File: src/rtl/fpr_wb_arbiter_pkg.sv
// Shared FP writeback types: data/address words, IEEE flag bundle,
// writeback source encoding and the registered write-port record.
package fpr_wb_arbiter_pkg;

    localparam int XLEN     = 32;
    localparam int NUM_FPRS = 32;
    localparam int FPR_AW   = $clog2(NUM_FPRS);

    typedef logic [XLEN-1:0]   word_t;
    typedef logic [FPR_AW-1:0] fpr_addr_t;

    typedef struct packed {
        logic nv;
        logic dz;
        logic of;
        logic uf;
        logic nx;
    } fflags_t;

    typedef enum logic [1:0] {
        WB_NONE = 2'd0,
        WB_FPU  = 2'd1,
        WB_LSU  = 2'd2,
        WB_DIV  = 2'd3
    } wb_src_e;

    typedef struct packed {
        logic      we;
        fpr_addr_t addr;
        word_t     data;
        wb_src_e   src;
        logic      fflags_we;
        fflags_t   fflags;
    } wb_req_t;

endpackage

File: src/rtl/fpr_wb_arbiter_if.sv
// Producer-side and FPR-write-side signals of the FP writeback arbiter.
// master = producers/consumers around the arbiter, slave = the arbiter.
interface fpr_wb_arbiter_if;
    import fpr_wb_arbiter_pkg::*;

    logic      fpu_valid;
    fpr_addr_t fpu_rd;
    word_t     fpu_data;
    fflags_t   fpu_fflags;

    logic      lsu_valid;
    logic      lsu_ready;
    fpr_addr_t lsu_rd;
    word_t     lsu_data;

    logic      div_valid;
    logic      div_ready;
    fpr_addr_t div_rd;
    word_t     div_data;
    fflags_t   div_fflags;

    logic      fpr_we;
    fpr_addr_t fpr_waddr;
    word_t     fpr_wdata;
    wb_src_e   wb_src;
    logic      fflags_we;
    fflags_t   fflags_acc;

    modport slave (
        input  fpu_valid, fpu_rd, fpu_data, fpu_fflags,
        input  lsu_valid, lsu_rd, lsu_data,
        output lsu_ready,
        input  div_valid, div_rd, div_data, div_fflags,
        output div_ready,
        output fpr_we, fpr_waddr, fpr_wdata,
        output wb_src, fflags_we, fflags_acc
    );

    modport master (
        output fpu_valid, fpu_rd, fpu_data, fpu_fflags,
        output lsu_valid, lsu_rd, lsu_data,
        input  lsu_ready,
        output div_valid, div_rd, div_data, div_fflags,
        input  div_ready,
        input  fpr_we, fpr_waddr, fpr_wdata,
        input  wb_src, fflags_we, fflags_acc
    );

endinterface

File: src/rtl/fpr_wb_starve_ctr.sv
// Saturating refusal counter; starved goes high once a requester has
// been refused LIMIT times in a row without being granted.
module fpr_wb_starve_ctr #(
    parameter int LIMIT = 8,
    parameter int CNT_W = 8
) (
    input  logic clk,
    input  logic rst,
    input  logic req,
    input  logic grant,
    output logic starved
);

    logic [CNT_W-1:0] cnt;

    assign starved = (cnt == CNT_W'(LIMIT));

    always_ff @(posedge clk or posedge rst) begin
        if (rst) begin
            cnt <= '0;
        end else if (req && grant) begin
            cnt <= '0;
        end else if (req && !starved) begin
            cnt <= cnt + 1'b1;
        end
    end

endmodule

File: src/rtl/fpr_wb_arbiter.sv
// FP register-file writeback arbiter: FPU > LSU > DIV, with DIV
// promoted above LSU once it has been starved; one-cycle registered write.
module fpr_wb_arbiter
    import fpr_wb_arbiter_pkg::*;
#(
    parameter int STARVE_LIMIT = 8,
    parameter int CNT_W        = 8
) (
    input logic             clk,
    input logic             rst,
    fpr_wb_arbiter_if.slave bus
);

    logic    starved;
    logic    pick_fpu;
    logic    pick_lsu;
    logic    pick_div;
    wb_src_e sel;
    wb_req_t cur;
    wb_req_t nxt;

    fpr_wb_starve_ctr #(
        .LIMIT (STARVE_LIMIT),
        .CNT_W (CNT_W)
    ) u_starve (
        .clk     (clk),
        .rst     (rst),
        .req     (bus.div_valid),
        .grant   (bus.div_ready),
        .starved (starved)
    );

    // Mutually exclusive picks so the decoder below stays one-hot.
    always_comb begin
        pick_fpu = bus.fpu_valid;
        pick_lsu = !bus.fpu_valid && bus.lsu_valid
                 && !(starved && bus.div_valid);
        pick_div = !bus.fpu_valid && bus.div_valid
                 && (starved || !bus.lsu_valid);
    end

    always_comb begin
        sel = WB_NONE;
        unique case (1'b1)
            pick_fpu: sel = WB_FPU;
            pick_lsu: sel = WB_LSU;
            pick_div: sel = WB_DIV;
            default:  sel = WB_NONE;
        endcase
    end

    assign bus.lsu_ready = !rst && (sel == WB_LSU);
    assign bus.div_ready = !rst && (sel == WB_DIV);

    always_comb begin
        nxt           = cur;
        nxt.we        = 1'b0;
        nxt.src       = WB_NONE;
        nxt.fflags_we = 1'b0;
        nxt.fflags    = '0;
        unique case (sel)
            WB_FPU: begin
                nxt.we        = 1'b1;
                nxt.addr      = bus.fpu_rd;
                nxt.data      = bus.fpu_data;
                nxt.src       = WB_FPU;
                nxt.fflags_we = 1'b1;
                nxt.fflags    = bus.fpu_fflags;
            end
            WB_LSU: begin
                nxt.we   = 1'b1;
                nxt.addr = bus.lsu_rd;
                nxt.data = bus.lsu_data;
                nxt.src  = WB_LSU;
            end
            WB_DIV: begin
                nxt.we        = 1'b1;
                nxt.addr      = bus.div_rd;
                nxt.data      = bus.div_data;
                nxt.src       = WB_DIV;
                nxt.fflags_we = 1'b1;
                nxt.fflags    = bus.div_fflags;
            end
            default: begin
            end
        endcase
    end

    always_ff @(posedge clk or posedge rst) begin
        if (rst) begin
            cur <= '0;
        end else begin
            cur <= nxt;
        end
    end

    assign bus.fpr_we     = cur.we;
    assign bus.fpr_waddr  = cur.addr;
    assign bus.fpr_wdata  = cur.data;
    assign bus.wb_src     = cur.src;
    assign bus.fflags_we  = cur.fflags_we;
    assign bus.fflags_acc = cur.fflags;

endmodule

File: src/flat_wrapper.sv
// flat-port wrapper written by rule: the top's interface ports become plain ports
module fpr_wb_arbiter_flat import fpr_wb_arbiter_pkg::*;
#(
    parameter int STARVE_LIMIT = 8,
    parameter int CNT_W        = 8
)
  (clk, rst, bus_fpu_valid, bus_fpu_rd, bus_fpu_data, bus_fpu_fflags, bus_lsu_valid, bus_lsu_rd, bus_lsu_data, bus_lsu_ready, bus_div_valid, bus_div_rd, bus_div_data, bus_div_fflags, bus_div_ready, bus_fpr_we, bus_fpr_waddr, bus_fpr_wdata, bus_wb_src, bus_fflags_we, bus_fflags_acc);
  fpr_wb_arbiter_if bus_i ();
  input logic clk;
  input logic rst;
  input wire logic [$bits(bus_i.fpu_valid)-1:0] bus_fpu_valid;
  input wire logic [$bits(bus_i.fpu_rd)-1:0] bus_fpu_rd;
  input wire logic [$bits(bus_i.fpu_data)-1:0] bus_fpu_data;
  input wire logic [$bits(bus_i.fpu_fflags)-1:0] bus_fpu_fflags;
  input wire logic [$bits(bus_i.lsu_valid)-1:0] bus_lsu_valid;
  input wire logic [$bits(bus_i.lsu_rd)-1:0] bus_lsu_rd;
  input wire logic [$bits(bus_i.lsu_data)-1:0] bus_lsu_data;
  output wire logic [$bits(bus_i.lsu_ready)-1:0] bus_lsu_ready;
  input wire logic [$bits(bus_i.div_valid)-1:0] bus_div_valid;
  input wire logic [$bits(bus_i.div_rd)-1:0] bus_div_rd;
  input wire logic [$bits(bus_i.div_data)-1:0] bus_div_data;
  input wire logic [$bits(bus_i.div_fflags)-1:0] bus_div_fflags;
  output wire logic [$bits(bus_i.div_ready)-1:0] bus_div_ready;
  output wire logic [$bits(bus_i.fpr_we)-1:0] bus_fpr_we;
  output wire logic [$bits(bus_i.fpr_waddr)-1:0] bus_fpr_waddr;
  output wire logic [$bits(bus_i.fpr_wdata)-1:0] bus_fpr_wdata;
  output wire logic [$bits(bus_i.wb_src)-1:0] bus_wb_src;
  output wire logic [$bits(bus_i.fflags_we)-1:0] bus_fflags_we;
  output wire logic [$bits(bus_i.fflags_acc)-1:0] bus_fflags_acc;
  assign bus_i.fpu_valid = bus_fpu_valid;
  assign bus_i.fpu_rd = bus_fpu_rd;
  assign bus_i.fpu_data = bus_fpu_data;
  assign bus_i.fpu_fflags = bus_fpu_fflags;
  assign bus_i.lsu_valid = bus_lsu_valid;
  assign bus_i.lsu_rd = bus_lsu_rd;
  assign bus_i.lsu_data = bus_lsu_data;
  assign bus_lsu_ready = bus_i.lsu_ready;
  assign bus_i.div_valid = bus_div_valid;
  assign bus_i.div_rd = bus_div_rd;
  assign bus_i.div_data = bus_div_data;
  assign bus_i.div_fflags = bus_div_fflags;
  assign bus_div_ready = bus_i.div_ready;
  assign bus_fpr_we = bus_i.fpr_we;
  assign bus_fpr_waddr = bus_i.fpr_waddr;
  assign bus_fpr_wdata = bus_i.fpr_wdata;
  assign bus_wb_src = bus_i.wb_src;
  assign bus_fflags_we = bus_i.fflags_we;
  assign bus_fflags_acc = bus_i.fflags_acc;
  fpr_wb_arbiter #(.STARVE_LIMIT(STARVE_LIMIT), .CNT_W(CNT_W)) u_core (.clk(clk), .rst(rst), .bus(bus_i));
endmodule
File: config.mk
export PLATFORM = sky130hd
export DESIGN_NAME = fpr_wb_arbiter_flat
export DESIGN_NICKNAME = d
export VERILOG_FILES = /design/src/rtl/fpr_wb_arbiter_pkg.sv /design/src/rtl/fpr_wb_arbiter_if.sv /design/src/rtl/fpr_wb_starve_ctr.sv /design/src/rtl/fpr_wb_arbiter.sv /design/src/flat_wrapper.sv
export SDC_FILE = /design/constraint.sdc
export NUM_CORES = 1
export LEC_CHECK = 0
export CORE_MARGIN = 1
export CORE_UTILIZATION = 40
export CTS_CLUSTER_DIAMETER = 100
export DETAILED_ROUTE_END_ITERATION = 7
export GPL_TIMING_DRIVEN = 0
export PLACE_DENSITY_LB_ADDON = 0.25
export SLEW_MARGIN = 20
export SYNTH_ARGS = -nofsm -noshare
export SYNTH_HDL_FRONTEND = slang
export SYNTH_SLANG_ARGS = --single-unit
File: constraint.sdc
create_clock -name clk -period 5.45 [get_ports clk]
set_input_delay 1.635 -clock clk [delete_from_list [all_inputs] [get_ports clk]]
set_output_delay 1.635 -clock clk [all_outputs]
set_load 0.05 [all_outputs]
==> impl_metrics.env <==
export IMPL_hold_violations=0
export IMPL_place_ws_ns=-0.494
export IMPL_yosysMostFrequentCell="o211ai_1"
export IMPL_syn_avg_cell_area_um2=8.90
export IMPL_slew_limit_headroom=0.428
export IMPL_drc=0
export IMPL_synth_largest_area_cell="dfrtp_1"
export IMPL_path_class="in -> out"
export IMPL_first_pass_iters=5
export IMPL_worstPathArrival_ns=3.61
export IMPL_ys_ff_latch=53
export IMPL_final_nets=685
export IMPL_synth_nets=505
export IMPL_insertion_delay_ns=0.32
export IMPL_async_flop_share=1.00
export IMPL_wl_mm=13.0
export IMPL_fmax_mhz=191
export IMPL_grt_max_degree=55
export IMPL_antenna_found_initial=0
export IMPL_setup_viol=0
export IMPL_n_antenna_cell=0
export IMPL_p_sw_w=0.000678
export IMPL_cts_setup_buffers=0
export IMPL_synth_edf_count=0
export IMPL_ios=174
export IMPL_coreArea_um2=8180
export IMPL_crit_buf_inv=3
export IMPL_grt_pass1_vias=4039
export IMPL_fin_skew_ns=0.00647
export IMPL_rsz0062_at_grt="no"
export IMPL_clkTransAtPathRegs_ns=0.10
export IMPL_crit_family="buffers and inverters"
export IMPL_cts_tree="built"
export IMPL_cts_path_max_buffers=2
export IMPL_ctsHtreeMaxLevel=2
export IMPL_finalCriticalPeriod_ns=5.25
export IMPL_p_comb_frac=0.491
export IMPL_synth_top_area_share=0.395
export IMPL_drtAntennaViolNets=0
export IMPL_netlist_top_cells_count="o211ai_1 (57), dfrtp_1 (53), a22oi_1 (41), nor2_1 (41), nand4_1 (40)"
export IMPL_drive_gt1_frac=0.0520
export IMPL_end_kind="output port"
export IMPL_ir_drop_mv=0.181
export IMPL_start_kind="primary input"
export IMPL_path_max_fanout=10
export IMPL_period_share=0.963
export IMPL_seq_power_share=0.321
export IMPL_grt_pass1_wl_mm=20.1
export IMPL_fin_ws_ns=0.203
export IMPL_grt_overflow=0
export IMPL_drt_iter0_markers=303
export IMPL_status="finished, final reports clean"
export IMPL_synth_area_leaders="dfrtp_1 (40%), o211ai_1 (13%), a22oi_1 (9.2%), nand4_1 (7.5%), nand2b_1 (6.7%)"
export IMPL_clock_sinks=53
export IMPL_cap_violations=0
export IMPL_tightest_slew_ns=0.854
export IMPL_crit_chain="clkdlybuf4s50_1 -> nor2b_1 -> clkbuf_2 -> o21ai_2 -> nor2_1 -> clkbuf_2"
export IMPL_clkPwrFrac=0.188
export IMPL_synth_flop_cell="dfrtp_1"
export IMPL_syn_area_um2=3350
export IMPL_via_per_inst=6.13
export IMPL_port_buffers=173
export IMPL_cts_root_buf="clkbuf_8"
export IMPL_synth_distinct_cells=40
export IMPL_syn_instance_count=377
export IMPL_p_int_w=0.000879
export IMPL_cpMostUsedCell="clkbuf_2"
export IMPL_worst_ep_required_time_ns=3.82
export IMPL_cp_slowest_cell="clkdlybuf4s50_1"
export IMPL_vias=4061
export IMPL_gp_congestion=0.838
export IMPL_fill_cells=670
export IMPL_track_usage=0.295
export IMPL_post_drt_wl_per_cell_um=19.5
export IMPL_yosysWarnings=0
export IMPL_place_hpwl_mm=9.24
export IMPL_power_leakage_nw=2.02
export IMPL_hold_path_class="reg -> reg"
export IMPL_start_util=0.410
export IMPL_finalInstanceArea_um2=5340
export IMPL_switching_share=0.436
export IMPL_dieArea_um2=8760
export IMPL_rows=33
export IMPL_area_delta_synth_final_pct=59.1
export IMPL_fp_dieW_um=93.6
export IMPL_power_density_nw_per_um2=292
export IMPL_cpPeakStageDelay_ns=0.62
export IMPL_placed_cell_area_um2=5220
export IMPL_slew_violations=0
export IMPL_seq_area_frac_synth=0.395
export IMPL_die_y_um=93.6
export IMPL_cts_buffers=5
==> worst min-delay path, stage by stage, from the launching register on <==
cell	delay [ns]
dfrtp_1	0.36
nor2_1	0.05
o211ai_1	0.16
==> cell usage in the layout (no fill, tap or decap), drive strengths merged, types with 2 or more instances in the layout <==
cell type,n
and2,2
nand4b,2
or3,4
a22oi,41
nor2,41
inv,12
a32o,5
nand2,4
nand2b,36
nor2b,3
buf,18
clkdlybuf4s50,171
ha,2
a21oi,3
o21ai,5
nand4,40
clkbuf,34
o221ai,8
dfrtp,53
o211ai,57
xor2,2
==> layout make-up <==
class / count / area, um^2 / area share
Buffer: 44 / 204 / 0.0382
Clock buffer: 6 / 82.6 / 0.0155
Clock inverter: 2 / 37.5 / 0.00703
Inverter: 12 / 52.6 / 0.00985
Multi-Input combinational cell: 268 / 1780 / 0.334
Sequential cell: 53 / 1330 / 0.249
Tap cell: 105 / 131 / 0.0246
Timing Repair Buffer: 173 / 1720 / 0.323
==> flip-flops by register name (all words and copies together) (netlist names) <==
register / flops
u_core.bus.fpr_we: 1
u_core.bus.fpr_waddr: 5
u_core.u_starve.cnt: 8
u_core.bus.fpr_wdata: 32
u_core.bus.fflags_acc: 5
u_core.bus.wb_src: 2
==> per-stage QoR <==
| stage | TNS (ns) | hold WS, ns | power, W | utilization | std cells |
|---|---|---|---|---|---|
| after floorplan | 0 | 0.547 | 0.000952 | - | 377 |
| after global placement | -2.01 | 0.559 | 0.00124 | 0.638 | 655 |
| after detailed placement | -0.908 | 0.566 | 0.00126 | 0.639 | 655 |
| after CTS | 0 | 0.594 | 0.00155 | 0.654 | 663 |
| after global routing | 0 | 0.616 | 0.00162 | 0.653 | 663 |
| final | 0 | 0.592 | 0.00156 | 0.653 | 663 |
==> what timing repair did <==
| item | 4_1_cts | 5_1_grt |
|---|---|---|
| hold buffers | 0 | 0 |
| setup endpoints to repair | 2 | 2 |
| endpoints found under the hold margin | 0 | 0 |
| gates resized for setup | 6 | 4 |
==> power groups by stage <==
| stage | Sequential [W] | Combinational (W) | Clock, W |
|---|---|---|---|
| after floorplan | 0.000629 | 0.000323 | 0 |
| after global placement | 0.000500 | 0.000739 | 0 |
| after global routing | 0.000505 | 0.000805 | 0.000309 |
| after detailed placement | 0.000503 | 0.000753 | 0 |
| final | 0.000500 | 0.000765 | 0.000293 |
| after CTS | 0.000497 | 0.000755 | 0.000296 |
==> layer usage <==
layer / wire [um] / vias up / share of wire / GRT usage
li1: - / 1808 / - / -
met1: 5270 / 1937 / 0.41 / 0.386
met2: 6140 / 277 / 0.47 / 0.498
met3: 1170 / 39 / 0.090 / 0.0431
met4: 368 / 0 / 0.028 / 0.100
met5: 0 / - / 0 / 0
==> path summary, 6_finish.rpt <==
path / start / end / slack, ns / cells after the start
min in group asynchronous: rst / u_core.bus.fflags_acc[1]$_DFF_PP0_ / 1.79 / 2
hold / removal: u_core.bus.fpr_wdata[8]$_DFFE_PP0P_ / u_core.bus.fpr_wdata[8]$_DFFE_PP0P_ / 0.59 / 2
hold reg to reg: u_core.bus.fpr_wdata[8]$_DFFE_PP0P_ / u_core.bus.fpr_wdata[8]$_DFFE_PP0P_ / 0.59 / 2
setup / recovery: bus_lsu_valid / bus_lsu_ready / 0.20 / 6
max in group asynchronous: rst / u_core.bus.fpr_wdata[17]$_DFFE_PP0P_ / 3.33 / 2
setup reg to reg: u_core.u_starve.cnt[1]$_DFFE_PP0P_ / u_core.bus.fpr_waddr[4]$_DFFE_PP0P_ / 3.28 / 7
==> kinds of logic (layout without fill, tap and decap cells) <==
group                    after synthesis  in the layout  share of synthesized area
adder cells (fa/ha/maj)                2              2                    0.00746
buffers and inverters                 56            237                     0.0739
AO/OA/AOI/OAI                        128            128                      0.294
AND/OR/NAND/NOR                      136            136                      0.224
flip-flops                            53             53                      0.395
XOR/XNOR                               2              2                    0.00522
Note: power is estimated with default switching activity, not from simulation.
